[config.mk]
export PLATFORM = sky130hd
export DESIGN_NAME = para_hit
export DESIGN_NICKNAME = d
export VERILOG_FILES = /design/src/rtl/para_hit.sv
export SDC_FILE = /design/constraint.sdc
export NUM_CORES = 1
export LEC_CHECK = 0
export BUFFER_PORTS_ARGS = -buffer_cell sky130_fd_sc_hd__buf_2
export CAP_MARGIN = 10
export CORE_MARGIN = 4
export CORE_UTILIZATION = 55
export CTS_CLUSTER_SIZE = 14
export DETAILED_ROUTE_END_ITERATION = 8
export PLACE_DENSITY = 0.88
export SETUP_SLACK_MARGIN = 0.3
export SKIP_CTS_REPAIR_TIMING = 1
export SYNTH_ARGS = -nofsm -noshare
export SYNTH_HDL_FRONTEND = slang
export SYNTH_SLANG_ARGS = --single-unit
[constraint.sdc]
create_clock -name clk_sys -period 4.4 [get_ports clk_sys]
set_input_delay 0.22 -clock clk_sys [delete_from_list [all_inputs] [get_ports clk_sys]]
set_output_delay 0.22 -clock clk_sys [all_outputs]
set_load 0.01 [all_outputs]
[src/rtl/para_hit.sv]
// para_hit: threshold hit detector for the ADC sample stream.
// Qualifies a hit after the sample has stayed at or above cfg_th for the
// high-dwell time. Counts ring-down crossings until the sample has stayed
// below threshold for the low-dwell time. Also keeps a block average of
// 2**AVE_SHIFT samples.
// Optional feature: define PARA_HIT_TS_EN to timestamp each hit with a
// free-running cycle counter. When it is not defined, stu_hit_ts reads 0.
module para_hit #(
  parameter int AVE_SHIFT = 4
) (
  input  logic        clk_sys,
  input  logic        rst_n,
  input  logic [15:0] data_in,
  input  logic        data_vld,
  input  logic [15:0] cfg_th,
  input  logic [31:0] cfg_hdt,
  input  logic [31:0] cfg_ldt,
  output logic [15:0] sta_para_ave,
  output logic [15:0] stu_hit_id,
  output logic [15:0] stu_ring,
  output logic        hit_pulse,
  output logic        hit_active,
  output logic [31:0] stu_hit_ts
);

  localparam int AW = 16 + AVE_SHIFT;

  typedef enum logic [1:0] {
    ST_IDLE,
    ST_HQUAL,
    ST_HIT,
    ST_LQUAL
  } state_t;

  state_t          state;
  state_t          state_nxt;
  logic            above;
  logic            above_d;
  logic            rise;
  logic [31:0]     timer;
  logic [32:0]     timer_inc;
  logic [31:0]     nh;
  logic [31:0]     nl;
  logic            enter_hit;
  logic [AW-1:0]   acc;
  logic [AW-1:0]   acc_sum;
  logic [AVE_SHIFT-1:0] cnt;

  // A dwell of zero behaves as a dwell of one cycle.
  assign nh        = (cfg_hdt == 32'd0) ? 32'd1 : cfg_hdt;
  assign nl        = (cfg_ldt == 32'd0) ? 32'd1 : cfg_ldt;
  assign timer_inc = {1'b0, timer} + 33'd1;
  assign rise      = above & ~above_d;
  assign enter_hit = (state == ST_HQUAL) && (state_nxt == ST_HIT);
  assign acc_sum   = acc + {{AVE_SHIFT{1'b0}}, data_in};

  // Threshold comparison is only refreshed on valid samples; it holds between strobes.
  always_ff @(posedge clk_sys or negedge rst_n) begin
    if (!rst_n) begin
      above   <= 1'b0;
      above_d <= 1'b0;
    end else begin
      above_d <= above;
      if (data_vld) begin
        above <= (data_in >= cfg_th);
      end
    end
  end

  // State register.
  always_ff @(posedge clk_sys or negedge rst_n) begin
    if (!rst_n) begin
      state <= ST_IDLE;
    end else begin
      state <= state_nxt;
    end
  end

  // Next-state logic. The dwell compare is >= so lowering cfg mid-dwell fires at once.
  always_comb begin
    state_nxt = state;
    case (state)
      ST_IDLE: begin
        if (above) state_nxt = ST_HQUAL;
      end
      ST_HQUAL: begin
        if (!above)                      state_nxt = ST_IDLE;
        else if (timer_inc >= {1'b0, nh}) state_nxt = ST_HIT;
      end
      ST_HIT: begin
        if (!above) state_nxt = ST_LQUAL;
      end
      ST_LQUAL: begin
        if (above)                       state_nxt = ST_HIT;
        else if (timer_inc >= {1'b0, nl}) state_nxt = ST_IDLE;
      end
      default: state_nxt = ST_IDLE;
    endcase
  end

  // State-decoded outputs.
  always_comb begin
    hit_active = (state == ST_HIT) || (state == ST_LQUAL);
  end

  // Dwell timer restarts on every state change and saturates instead of wrapping.
  always_ff @(posedge clk_sys or negedge rst_n) begin
    if (!rst_n) begin
      timer <= 32'd0;
    end else if (state_nxt != state) begin
      timer <= 32'd0;
    end else if (timer != 32'hFFFF_FFFF) begin
      timer <= timer_inc[31:0];
    end
  end

  // Hit bookkeeping. Only a fresh qualification counts as a new hit; re-entry from LQUAL does not.
  always_ff @(posedge clk_sys or negedge rst_n) begin
    if (!rst_n) begin
      hit_pulse  <= 1'b0;
      stu_hit_id <= 16'd0;
      stu_ring   <= 16'd0;
    end else begin
      hit_pulse <= enter_hit;
      if (enter_hit) begin
        stu_hit_id <= stu_hit_id + 16'd1;
        stu_ring   <= 16'd1;
      end else if (hit_active && rise && (stu_ring != 16'hFFFF)) begin
        stu_ring <= stu_ring + 16'd1;
      end
    end
  end

  // Block average. The last sample of a block is added in directly so the accumulator clears in the same cycle.
  always_ff @(posedge clk_sys or negedge rst_n) begin
    if (!rst_n) begin
      acc          <= '0;
      cnt          <= '0;
      sta_para_ave <= 16'd0;
    end else if (data_vld) begin
      if (cnt == {AVE_SHIFT{1'b1}}) begin
        sta_para_ave <= acc_sum[AVE_SHIFT +: 16];
        acc          <= '0;
        cnt          <= '0;
      end else begin
        acc <= acc_sum;
        cnt <= cnt + AVE_SHIFT'(1);
      end
    end
  end

`ifdef PARA_HIT_TS_EN
  logic [31:0] ts_cnt;

  // Free-running cycle counter. The value latched is the count in the hit_pulse cycle.
  always_ff @(posedge clk_sys or negedge rst_n) begin
    if (!rst_n) begin
      ts_cnt     <= 32'd0;
      stu_hit_ts <= 32'd0;
    end else begin
      ts_cnt <= ts_cnt + 32'd1;
      if (enter_hit) begin
        stu_hit_ts <= ts_cnt + 32'd1;
      end
    end
  end
`else
  assign stu_hit_ts = 32'd0;
`endif

endmodule

==> out/metrics.cfg <==
[run_status]
status=complete, but fails checks
violations=negative hold slack

[synth]
synth.most_common_cell=dfrtp_1
synthFlopType=dfrtp_1
synthesis.area_um2=8210
ys_seq_elements=109
ys_seq_area_share_pct=33.2
syn_inst=933
synth_edf_count=0
synth_top_area_share_pct=33.2
synth_commonest_cells=109 x dfrtp_1, 100 x ha_1, 96 x inv_1, 78 x nor2_1, 65 x nand2_1
synthArstFlopShare_pct=100
avgSynthCellArea_um2=8.80
yosys_warnings=0
yosys.area.top_type=dfrtp_1
synth_cell_type_count=64
synthTopCellsByArea=dfrtp_1 33%, ha_1 15%, inv_1 4.4%, xor2_1 4.4%, xnor2_1 3.9%

[routing]
vias=7214
wl_um=19900
drc=0
drt_first_pass_iters=5
drtAntennaViolNets=0
viasPerCell=5.66
drt-wirelength-per-cell_um=15.6
initialDrtViolationCount=455

[placement]
pre_cts_slack_ps=134
placedInstanceArea_um2=9060
placed_cells=1256
place_hpwl_um=15800
finalWeightedCongestion=0.972
port_buffers=148

[timing]
finalHoldViolations=28
skew_ps=9.36
hold_ws_ps=-21.8
tns_ps=0
final.min_clock_period_ps=3910
worst_pin_slew_ps=946
relSlewSlack_pct=36.7
rsz0062_at_grt=no
fin_crit_sh_pct=88.8
timing.fmax_mhz=256
setup_violations=0
slew_violations=0
setup_ws_ps=492

[worst_setup_path]
reg2reg_from=timer[2]$_DFFE_PN0P_
worst_ep_arrival_time_ps=4170
cp_max_fo=14
worstSetupPathType=reg -> reg
cpPeakStageDelay_ps=590
cp_cell_sequence=and3_1 -> nand4_1 -> nor4b_2 -> buf_4 -> nand4_1 -> xnor2_2 -> ha_1 -> nand4_1 -> or4_4 -> a2111oi_4 -> a221oi_4 -> buf_4 -> nor4_2 -> xor2_1
crit_start=timer[2]$_DFFE_PN0P_
start_kind=flop
cpMostUsedCell=nand4_1
critPathSlowestCell=or4_4
required_ps=4660
cp-end-kind=flop

[clock_network]
cts_root_buffer=clkbuf_16
cts_sinks=109
cts_buffers=9
cts-htree-levels=3
cts_tree=built
clk_latency_ps=340
clk_path_buf_depth=2
clk_pin_slew_ps=70

[grt]
grt_pass1_vias=6832
grt_pass1_wl_um=31700
gr-usage-all-layers_pct=23.0
antenna_found_initial=0
grt_overflow=0
grt_max_degree=66

[pwr]
p_leak_nw=4.82
p_per_area_nw_per_um2=350
ir_worst_vdd_mv=0.349
power_mw=3.32

[finish]
fin_area_um2=9500
regArea_um2=2730
utilization_pct=65.1
layout-drive-gt1-share_pct=20.0
nets=1286
diodes=0
syn_to_final_growth_pct=15.8
num-fill-cells=1173
final_cell_count_no_fill=1275
multi_input_area_um2=4990

[floorplan]
fp.dieH_um=130
start_util_pct=56.3
die_w_um=130
io_pins=181
num_rows=44
core_area_um2=14600
dieArea_um2=16900

[flow_run]
max-cap-violations=0

[worst_hold_path]
hp-class=in -> async

-- routing by layer --
layer / track usage (%) / part of all wire, %
met1: 30.7 / 44
met2: 38.7 / 47
met3: 3.11 / 6.3
met4: 7.52 / 2.3
met5: 0 / 0
-- worst paths after layout --
kind	endpoint	slack (ps)	cells after the start
setup / recovery	stu_hit_id[9]$_DFFE_PN0P_	490	14
hold / removal	timer[2]$_DFFE_PN0P_	-20	1
setup reg to reg	stu_hit_id[9]$_DFFE_PN0P_	490	14
hold reg to reg	sta_para_ave[6]$_DFFE_PN0P_	480	2
max in group asynchronous	timer[6]$_DFFE_PN0P_	3310	2
min in group clk_sys	acc[0]$_DFFE_PN0P_	300	4
-- cell usage in the layout (no fill, tap or decap), types with 7 or more instances in the layout --
cell,n
xor2_1,40
nand4_1,37
nor2_1,77
nor3_1,44
conb_1,32
a21o_1,8
nand2_1,65
and3_1,7
inv_1,96
clkbuf_16,9
nor4_1,21
dfrtp_1,107
ha_1,99
a21oi_1,33
o21a_1,7
xnor2_1,35
buf_4,19
buf_2,147
nand3_1,37
o21ai_0,38
and4_1,9
o2bb2ai_1,14
-- report_power, final --
group          internal (mW)  switching [mW]  leakage [nW]  total (mW)
Clock                  0.446           0.343         0.141       0.789
Sequential              1.18           0.128          1.34        1.31
Combinational          0.526           0.700          3.34        1.23
Total                   2.15            1.17          4.82        3.32
-- logic make-up (layout without fill, tap and decap cells) --
logic type,count (synthesis),after routing,synth area share [%]
mux,6,6,0.823
other cells,1,32,0.0457
buf+inv,152,279,8.80
simple gates,333,333,20.6
compound gates,153,153,12.7
fa+ha+maj,101,101,15.5
flops,109,109,33.2
xor+xnor,78,78,8.32
-- layout make-up --
cell class / instances / share of cell area (%)
clock buffer: 14 / 2.99
clock inverter: 2 / 0.158
inverter: 96 / 3.79
multi-input combinational: 703 / 52.5
sequential: 109 / 28.7
tap: 184 / 2.42
timing repair buffer: 167 / 9.36
-- sequential cells by signal (all words and copies together), names as in the netlist --
register and cells:
stu_ring 16, timer 32, cnt 4, stu_hit_id 16, sta_para_ave 16, state 2, hit_pulse 1, above_d 1
above 1, acc 20
-- worst max-delay path: cells and delay by family (launching register included) --
kind | cells | cell delay (ps)
and+or+nand+nor | 7 | 1920
buffers and inverters | 2 | 410
DFF | 1 | 410
xor gates and xnor gates | 2 | 360
AOI/OAI and AO/OA | 2 | 360
adders and majority gates | 1 | 340
(Power assumes the default switching activity.)
